[config.mk]
export PLATFORM = sky130hd
export DESIGN_NAME = mips_data_mem_responder_flat
export DESIGN_NICKNAME = d
export VERILOG_FILES = /design/src/rtl/mips_pkg.sv /design/src/rtl/mips_data_mem_responder_if.sv /design/src/rtl/mips_mem_lane_align.sv /design/src/rtl/mips_data_mem_responder.sv /design/src/flat_wrapper.sv
export SDC_FILE = /design/constraint.sdc
export NUM_CORES = 2
export LEC_CHECK = 0
export ABC_CLOCK_PERIOD_IN_PS = 23900
export CAP_MARGIN = 20
export CORE_MARGIN = 4
export CORE_UTILIZATION = 45
export DETAILED_ROUTE_END_ITERATION = 7
export HOLD_SLACK_MARGIN = 0.02
export PLACE_DENSITY = 0.7
export SLEW_MARGIN = 20
export SYNTH_ARGS = -nofsm -noshare
export SYNTH_HDL_FRONTEND = slang
export SYNTH_SLANG_ARGS = --single-unit
[constraint.sdc]
create_clock -name Clk -period 23.9 [get_ports Clk]
set_clock_uncertainty 0.1 [all_clocks]
set_input_delay 4.78 -clock Clk [delete_from_list [all_inputs] [get_ports Clk]]
set_output_delay 4.78 -clock Clk [all_outputs]
set_load 0.05 [all_outputs]
[src/rtl/mips_pkg.sv]
// Shared encodings for the MIPS MEM-stage data-memory responder: access sizes,
// read/write direction, responder FSM states and the load extension helper.
package mips_pkg;

    localparam logic [1:0] SIZE_BYTE = 2'b00;
    localparam logic [1:0] SIZE_HALF = 2'b01;
    localparam logic [1:0] SIZE_WORD = 2'b10;
    localparam logic [1:0] SIZE_ILL  = 2'b11;

    localparam logic MEM_READ  = 1'b0;
    localparam logic MEM_WRITE = 1'b1;

    typedef enum logic [1:0] {
        IDLE   = 2'b00,
        ACCESS = 2'b01,
        DONE   = 2'b10
    } mem_state_e;

    // Sign- or zero-extend a byte (v[7:0]) or halfword (v[15:0]) to 32 bits.
    function automatic logic [31:0] extend_lane(input logic [15:0] v,
                                                input logic        is_half,
                                                input logic        signe);
        logic [31:0] res;
        if (is_half) begin
            res = signe ? {{16{v[15]}}, v} : {16'h0000, v};
        end else begin
            res = signe ? {{24{v[7]}}, v[7:0]} : {24'h000000, v[7:0]};
        end
        return res;
    endfunction

endpackage

[src/rtl/mips_data_mem_responder_if.sv]
// EX/MEM load/store request bus between the pipeline (master) and the
// data-memory responder (slave).
interface mips_data_mem_responder_if;

    logic        MEM_ENABLE;
    logic        MEM_READWRITE;
    logic [1:0]  MEM_SIZE;
    logic        MEM_SIGNE;
    logic [31:0] MEM_ADDR;
    logic [31:0] MEM_WDATA;
    logic [31:0] MEM_RDATA;
    logic        MEM_BUSY;
    logic        MEM_DONE;
    logic        MEM_ERR;

    modport master (
        output MEM_ENABLE, MEM_READWRITE, MEM_SIZE, MEM_SIGNE, MEM_ADDR, MEM_WDATA,
        input  MEM_RDATA, MEM_BUSY, MEM_DONE, MEM_ERR
    );

    modport slave (
        input  MEM_ENABLE, MEM_READWRITE, MEM_SIZE, MEM_SIGNE, MEM_ADDR, MEM_WDATA,
        output MEM_RDATA, MEM_BUSY, MEM_DONE, MEM_ERR
    );

endinterface

[src/rtl/mips_mem_lane_align.sv]
// Big-endian lane steering: store byte enables / replicated write data, and
// load lane selection with sign or zero extension. Size 11 behaves as word.
module mips_mem_lane_align
    import mips_pkg::*;
(
    input  logic [1:0]  i_size,
    input  logic        i_signe,
    input  logic [1:0]  i_offset,
    input  logic [31:0] i_wdata,
    input  logic [31:0] i_rword,
    output logic [3:0]  o_be,
    output logic [31:0] o_wword,
    output logic [31:0] o_rdata
);

    logic [7:0]  w_byte;
    logic [15:0] w_half;

    // Offset 0 is the most significant byte of the word.
    always_comb begin
        w_byte = 8'h00;
        case (i_offset)
            2'b00:   w_byte = i_rword[31:24];
            2'b01:   w_byte = i_rword[23:16];
            2'b10:   w_byte = i_rword[15:8];
            2'b11:   w_byte = i_rword[7:0];
            default: w_byte = 8'h00;
        endcase
        if (i_offset[1]) begin
            w_half = i_rword[15:0];
        end else begin
            w_half = i_rword[31:16];
        end
    end

    // Lane enables, write-data replication and load extension per access size.
    always_comb begin
        o_be    = 4'b1111;
        o_wword = i_wdata;
        o_rdata = i_rword;
        case (i_size)
            SIZE_BYTE: begin
                o_be    = 4'b1000 >> i_offset;
                o_wword = {4{i_wdata[7:0]}};
                o_rdata = extend_lane({8'h00, w_byte}, 1'b0, i_signe);
            end
            SIZE_HALF: begin
                o_be    = i_offset[1] ? 4'b0011 : 4'b1100;
                o_wword = {2{i_wdata[15:0]}};
                o_rdata = extend_lane(w_half, 1'b1, i_signe);
            end
            default: begin
                o_be    = 4'b1111;
                o_wword = i_wdata;
                o_rdata = i_rword;
            end
        endcase
    end

endmodule

[src/rtl/mips_data_mem_responder.sv]
// MEM-stage data-memory responder: multi-cycle big-endian byte/half/word access
// with stall request. Define MIPS_MEM_ALIGN_CHECK_EN to enable MEM_ERR checking.
module mips_data_mem_responder
    import mips_pkg::*;
#(
    parameter int DEPTH_WORDS = 128,
    parameter int ADDR_W      = $clog2(DEPTH_WORDS * 4),
    parameter int LATENCY     = 2
)
(
    input  logic                       Clk,
    input  logic                       Reset,
    mips_data_mem_responder_if.slave   mem
);

    localparam int CNT_W = (LATENCY > 1) ? $clog2(LATENCY) : 1;

    mem_state_e         r_state;
    mem_state_e         w_next;
    logic [CNT_W-1:0]   r_cnt;
    logic [CNT_W-1:0]   w_cnt_next;
    logic               r_rw;
    logic [1:0]         r_size;
    logic               r_signe;
    logic [31:0]        r_addr;
    logic [31:0]        r_wdata;
    logic [31:0]        r_rdata;
    logic               r_done;
    logic               r_err;
    logic               r_recover;
    logic               r_run;

    logic               w_accept;
    logic               w_busy;
    logic               w_commit;
    logic               w_err;
    logic               w_we;
    logic               w_src_rw;
    logic [1:0]         w_src_size;
    logic               w_src_signe;
    logic [31:0]        w_src_addr;
    logic [31:0]        w_src_wdata;
    logic [ADDR_W-3:0]  w_idx;
    logic [31:0]        w_rword;
    logic [3:0]         w_be;
    logic [31:0]        w_wword;
    logic [31:0]        w_load;

    logic [31:0]        r_mem [DEPTH_WORDS];

    // With LATENCY=1 the commit edge is also the acceptance edge, so the live
    // inputs feed the datapath while IDLE and the captured request otherwise.
    assign w_src_rw    = (r_state == IDLE) ? mem.MEM_READWRITE : r_rw;
    assign w_src_size  = (r_state == IDLE) ? mem.MEM_SIZE      : r_size;
    assign w_src_signe = (r_state == IDLE) ? mem.MEM_SIGNE     : r_signe;
    assign w_src_addr  = (r_state == IDLE) ? mem.MEM_ADDR      : r_addr;
    assign w_src_wdata = (r_state == IDLE) ? mem.MEM_WDATA     : r_wdata;

    // r_recover holds off acceptance for one IDLE cycle after DONE so the
    // pipeline can advance EX/MEM; r_run blanks everything while in reset.
    assign w_accept = (r_state == IDLE) & mem.MEM_ENABLE & ~r_recover & r_run;

`ifdef MIPS_MEM_ALIGN_CHECK_EN
    assign w_err = (w_src_size == SIZE_ILL)
                 | ((w_src_size == SIZE_HALF) & w_src_addr[0])
                 | ((w_src_size == SIZE_WORD) & (w_src_addr[1:0] != 2'b00))
                 | (w_src_addr >= 32'(DEPTH_WORDS * 4));
`else
    logic w_unused_addr;
    assign w_err         = 1'b0;
    assign w_unused_addr = ^w_src_addr[31:ADDR_W];
`endif

    assign w_idx   = w_src_addr[ADDR_W-1:2];
    assign w_rword = r_mem[w_idx];
    assign w_we    = w_commit & (w_src_rw == MEM_WRITE) & ~w_err;

    mips_mem_lane_align u_lane (
        .i_size   (w_src_size),
        .i_signe  (w_src_signe),
        .i_offset (w_src_addr[1:0]),
        .i_wdata  (w_src_wdata),
        .i_rword  (w_rword),
        .o_be     (w_be),
        .o_wword  (w_wword),
        .o_rdata  (w_load)
    );

    // Next-state, latency counter, stall request and commit strobe.
    always_comb begin
        w_next     = r_state;
        w_cnt_next = r_cnt;
        w_busy     = 1'b0;
        w_commit   = 1'b0;
        case (r_state)
            IDLE: begin
                if (w_accept) begin
                    w_busy     = 1'b1;
                    w_cnt_next = CNT_W'(LATENCY - 1);
                    if (LATENCY > 1) begin
                        w_next = ACCESS;
                    end else begin
                        w_next   = DONE;
                        w_commit = 1'b1;
                    end
                end else begin
                    w_next = IDLE;
                end
            end
            ACCESS: begin
                w_busy = 1'b1;
                if (r_cnt == CNT_W'(1)) begin
                    w_next   = DONE;
                    w_commit = 1'b1;
                end else begin
                    w_cnt_next = r_cnt - CNT_W'(1);
                end
            end
            DONE: begin
                w_next = IDLE;
            end
            default: begin
                w_next = IDLE;
            end
        endcase
    end

    // FSM state, request capture and registered response.
    always_ff @(posedge Clk or negedge Reset) begin
        if (!Reset) begin
            r_state   <= IDLE;
            r_cnt     <= {CNT_W{1'b0}};
            r_rw      <= 1'b0;
            r_size    <= 2'b00;
            r_signe   <= 1'b0;
            r_addr    <= 32'h0000_0000;
            r_wdata   <= 32'h0000_0000;
            r_rdata   <= 32'h0000_0000;
            r_done    <= 1'b0;
            r_err     <= 1'b0;
            r_recover <= 1'b0;
            r_run     <= 1'b0;
        end else begin
            r_state   <= w_next;
            r_cnt     <= w_cnt_next;
            r_done    <= w_commit;
            r_err     <= w_commit & w_err;
            r_recover <= (r_state == DONE);
            r_run     <= 1'b1;
            if (w_accept) begin
                r_rw    <= mem.MEM_READWRITE;
                r_size  <= mem.MEM_SIZE;
                r_signe <= mem.MEM_SIGNE;
                r_addr  <= mem.MEM_ADDR;
                r_wdata <= mem.MEM_WDATA;
            end
            if (w_commit && (w_src_rw == MEM_READ)) begin
                r_rdata <= w_err ? 32'h0000_0000 : w_load;
            end
        end
    end

    // Byte-lane writes into the unreset storage array.
    always_ff @(posedge Clk) begin
        for (int i = 0; i < 4; i++) begin
            if (w_we && w_be[i]) begin
                r_mem[w_idx][i*8 +: 8] <= w_wword[i*8 +: 8];
            end
        end
    end

    assign mem.MEM_BUSY  = w_busy;
    assign mem.MEM_DONE  = r_done;
    assign mem.MEM_ERR   = r_err;
    assign mem.MEM_RDATA = r_rdata;

endmodule

[src/flat_wrapper.sv]
// flat-port wrapper written by rule: the top's interface ports become plain ports
module mips_data_mem_responder_flat import mips_pkg::*;
#(
    parameter int DEPTH_WORDS = 128,
    parameter int ADDR_W      = $clog2(DEPTH_WORDS * 4),
    parameter int LATENCY     = 2
)
  (Clk, Reset, mem_MEM_ENABLE, mem_MEM_READWRITE, mem_MEM_SIZE, mem_MEM_SIGNE, mem_MEM_ADDR, mem_MEM_WDATA, mem_MEM_RDATA, mem_MEM_BUSY, mem_MEM_DONE, mem_MEM_ERR);
  mips_data_mem_responder_if mem_i ();
  input  logic Clk;
  input  logic Reset;
  input wire logic [$bits(mem_i.MEM_ENABLE)-1:0] mem_MEM_ENABLE;
  input wire logic [$bits(mem_i.MEM_READWRITE)-1:0] mem_MEM_READWRITE;
  input wire logic [$bits(mem_i.MEM_SIZE)-1:0] mem_MEM_SIZE;
  input wire logic [$bits(mem_i.MEM_SIGNE)-1:0] mem_MEM_SIGNE;
  input wire logic [$bits(mem_i.MEM_ADDR)-1:0] mem_MEM_ADDR;
  input wire logic [$bits(mem_i.MEM_WDATA)-1:0] mem_MEM_WDATA;
  output wire logic [$bits(mem_i.MEM_RDATA)-1:0] mem_MEM_RDATA;
  output wire logic [$bits(mem_i.MEM_BUSY)-1:0] mem_MEM_BUSY;
  output wire logic [$bits(mem_i.MEM_DONE)-1:0] mem_MEM_DONE;
  output wire logic [$bits(mem_i.MEM_ERR)-1:0] mem_MEM_ERR;
  assign mem_i.MEM_ENABLE = mem_MEM_ENABLE;
  assign mem_i.MEM_READWRITE = mem_MEM_READWRITE;
  assign mem_i.MEM_SIZE = mem_MEM_SIZE;
  assign mem_i.MEM_SIGNE = mem_MEM_SIGNE;
  assign mem_i.MEM_ADDR = mem_MEM_ADDR;
  assign mem_i.MEM_WDATA = mem_MEM_WDATA;
  assign mem_MEM_RDATA = mem_i.MEM_RDATA;
  assign mem_MEM_BUSY = mem_i.MEM_BUSY;
  assign mem_MEM_DONE = mem_i.MEM_DONE;
  assign mem_MEM_ERR = mem_i.MEM_ERR;
  mips_data_mem_responder #(.DEPTH_WORDS(DEPTH_WORDS), .ADDR_W(ADDR_W), .LATENCY(LATENCY)) u_core (.Clk(Clk), .Reset(Reset), .mem(mem_i));
endmodule
==> impl_metrics.json <==
{
  "numCtsBuffers": 394,
  "start_util_pct": 45.3,
  "hold_ws_ps": 388,
  "yosys_warnings": 0,
  "maxCapViolCount": 0,
  "drc": 2,
  "finalSetupViolations": 0,
  "finalCritPeriodShare_pct": 47.4,
  "power.internal_mw": 12.8,
  "rsz0062_at_grt": "false",
  "cpMostUsedCell": "buf_4",
  "numClockSinks": 4179,
  "cp-start-kind": "input port",
  "synthesis.nets": 9662,
  "vias": 100697,
  "coreArea_mm2": 0.347,
  "pwr-share-comb_pct": 17.0,
  "synth-seq-cells": 4179,
  "path_cells": "clkdlybuf4s50_1, or3b_4, buf_12, and2_4, nand2_8, buf_4, buf_12, buf_4, buf_4, o22ai_1, nor3_1, o22ai_1, nor4_1, nand4_1, a41oi_1",
  "status": "complete, but fails checks",
  "multi_input_area_mm2": 0.0292,
  "synth_enable_flop_cells": 4096,
  "final_util_pct": 51.5,
  "grt_max_degree": 128,
  "syn_inst": 9591,
  "wl_per_cell_um": 33.3,
  "firstDrtPassIters": 8,
  "p_sw_share_pct": 28.5,
  "max_freq_mhz": 88.3,
  "ctsHoldBuffers": 0,
  "ctsResizeCount": 0,
  "cpLargestDelayFamily": "simple AND/OR/NAND/NOR gates",
  "async_flop_share_pct": 1.99,
  "wl_mm": 494,
  "dp.final_hpwl_mm": 285,
  "clockBufferDepth": 4,
  "powerDensity_mw_per_mm2": 100,
  "die_x_um": 599,
  "cts.clk_slew.worst_paths_ps": 60,
  "p_clk_share_pct": 34.4,
  "antenna_found_initial": 32,
  "holdCritPathClass": "reg2reg",
  "critPathRequiredTime_ps": 24640,
  "crit_buf_inv": 6,
  "io-pin-count": 106,
  "grt_pass1_wl_mm": 694,
  "arrival_ps": 12060,
  "dieArea_mm2": 0.358,
  "power.total_mw": 17.9,
  "clk_latency_ps": 940,
  "cts-htree-levels": 5,
  "die_h_um": 599,
  "grt.total_usage_pct": 26.6,
  "tns_ps": 0,
  "register_area_mm2": 0.125,
  "postSynthAreaPerCell_um2": 16.4,
  "violations": "design-rule violations",
  "gp_congestion": 0.906,
  "nets": 10011,
  "fp-row-count": 216,
  "dr.first_iter.drc_count": 18333,
  "port_buffers": 81,
  "peakVddDrop_uv": 79.7,
  "root_buffer": "clkbuf_16",
  "cp_slowest_cell": "nand4_1",
  "synth_area_mm2": 0.157,
  "fillers": 27033,
  "syn2layout_area_growth_pct": 13.7,
  "switching_power_mw": 5.11,
  "layout-drive-gt1-share_pct": 13.4,
  "post-cts-setup-buffer-count": 0,
  "period_needed_ps": 11320,
  "max_stage_delay_ps": 800,
  "yosysSeqAreaShare_pct": 79.7,
  "leakage_nw": 56.0,
  "worst_pin_slew_ps": 1330,
  "endpoint_kind": "flop",
  "seq_power_share_pct": 48.5,
  "synth_cell_types": 75,
  "viasPerCell": 6.78,
  "maxSlewViolCount": 0,
  "cts_tree": "done",
  "synth_ff_type": "edfxtp_1",
  "worstSetupPathType": "in2reg",
  "ant_nets": 0,
  "path_max_fanout": 113,
  "overflow": 0,
  "relSlewSlack_pct": 11.2,
  "grt_pass1_vias": 95921,
  "hold_violations": 0
}
-- sequential cells by signal (all words and copies together), names as in the netlist --
signal	flops
u_core.r_mem	4096
u_core.r_cnt	1
u_core.r_state	2
u_core.mem.MEM_DONE	1
u_core.r_rw	1
u_core.r_addr	9
u_core.r_wdata	32
u_core.r_signe	1
u_core.r_run	1
u_core.mem.MEM_RDATA	32
u_core.r_recover	1
u_core.r_size	2
-- power by group through the flow --
stage / logic, mW / registers [mW] / clock network, mW
4_1_cts: 2.93 / 8.71 / 6.18
3_5_place_dp: 2.92 / 8.86 / 0
3_3_place_gp: 2.85 / 8.86 / 0
5_1_grt: 3.11 / 8.71 / 6.49
6_report: 3.06 / 8.71 / 6.17
2_1_floorplan: 1.45 / 9.08 / 0
-- per-layer routing --
metal	GRT usage [%]	share of wire, %	up-vias
met5	0	0.095	-
met1	35.1	34	50325
met4	15.7	6.7	27
met2	40.1	45	8521
met3	6.67	14	1591
li1	-	-	40233
-- path summary, 6_finish.rpt --
check,cells past startpoint,slack (ps),to,startpoint
setup reg to reg,14,16240,u_core.mem.MEM_RDATA[3],u_core.r_state[0]
setup / recovery,15,12580,u_core.mem.MEM_RDATA[6],mem_MEM_ADDR[2]
hold reg to reg,2,390,u_core.mem.MEM_RDATA[0],u_core.mem.MEM_RDATA[0]
max in group asynchronous,1,19340,u_core.r_recover,Reset
hold / removal,2,390,u_core.mem.MEM_RDATA[0],u_core.mem.MEM_RDATA[0]
min in group asynchronous,1,3790,u_core.mem.MEM_RDATA[23],Reset
-- metrics by stage --
step	setup WS (ps)	std cells	instance area [um2]
3_3_place_gp	11870	14115	166000
5_1_grt	12600	14828	179000
4_1_cts	12660	14816	178000
3_5_place_dp	11990	14117	166000
2_1_floorplan	10980	9591	157000
6_report	12580	14846	179000
-- Yosys cell counts, types with 81 or more instances --
cell type,n,area share [%]
clkbuf_1,251,0.60
dfrtp_1,83,1.3
a211oi_1,205,0.98
nand3_1,149,0.47
nor3_1,557,1.8
o22ai_1,1448,5.8
edfxtp_1,4096,78
mux2i_1,81,0.52
buf_2,349,1.1
nand2_1,649,1.6
and3_1,269,1.1
o221ai_1,111,0.62
o41ai_1,171,0.95
nor2_1,244,0.58
nor4_1,128,0.51
-- layout make-up --
type / count / area share (%)
diodes: 25 / 0.0350
clock buffers: 492 / 5.87
clock inverters: 207 / 1.13
inverters: 7 / 0.0175
multi-input cells: 4639 / 16.3
flip-flops and latches: 4179 / 70.0
well taps: 4578 / 3.21
repair buffers: 719 / 3.37
-- layout by cell type, fill, tap and decap left out, drive strengths merged, types with 7 or more instances in the layout --
cell           count
edfxtp          4096
o22ai           1448
nand2            656
buf              638
nor3             557
clkbuf           493
and3             269
nor2             246
a211oi           205
o41ai            172
clkinv           152
nand3            149
nor4             129
o221ai           111
a21oi             84
dfrtp             83
mux2i             81
clkdlybuf4s50     80
a31oi             65
o22a              47
o31ai             47
mux2              45
bufinv            39
o21ai             36
a32o              34
or4               26
o32a              26
a32oi             26
diode             25
nand4             25
a41oi             20
or3               17
o32ai             13
inv               13
o2111ai           11
a41o              11
clkinvlp          10
o21a               9
nand2b             8
o31a               7
-- logic make-up after synthesis --
kind of cell           synth area share, %
AOI/OAI and AO/OA                     10.6
buffers and inverters                 2.38
DFF                                   79.7
muxes                                0.839
other                              0.00478
and+or+nand+nor                       6.47
-- worst register-to-register path: stages, from the launching register on --
cell	delay (ps)
dfrtp_1	530
o21ai_4	630
buf_12	470
nand2_8	510
nand2_4	610
buf_4	580
buf_4	520
buf_4	650
o22ai_1	230
nor4_1	400
o22ai_1	330
or4_1	700
nor4b_4	800
o32ai_1	300
a31oi_1	250
(Power assumes the default switching activity.)
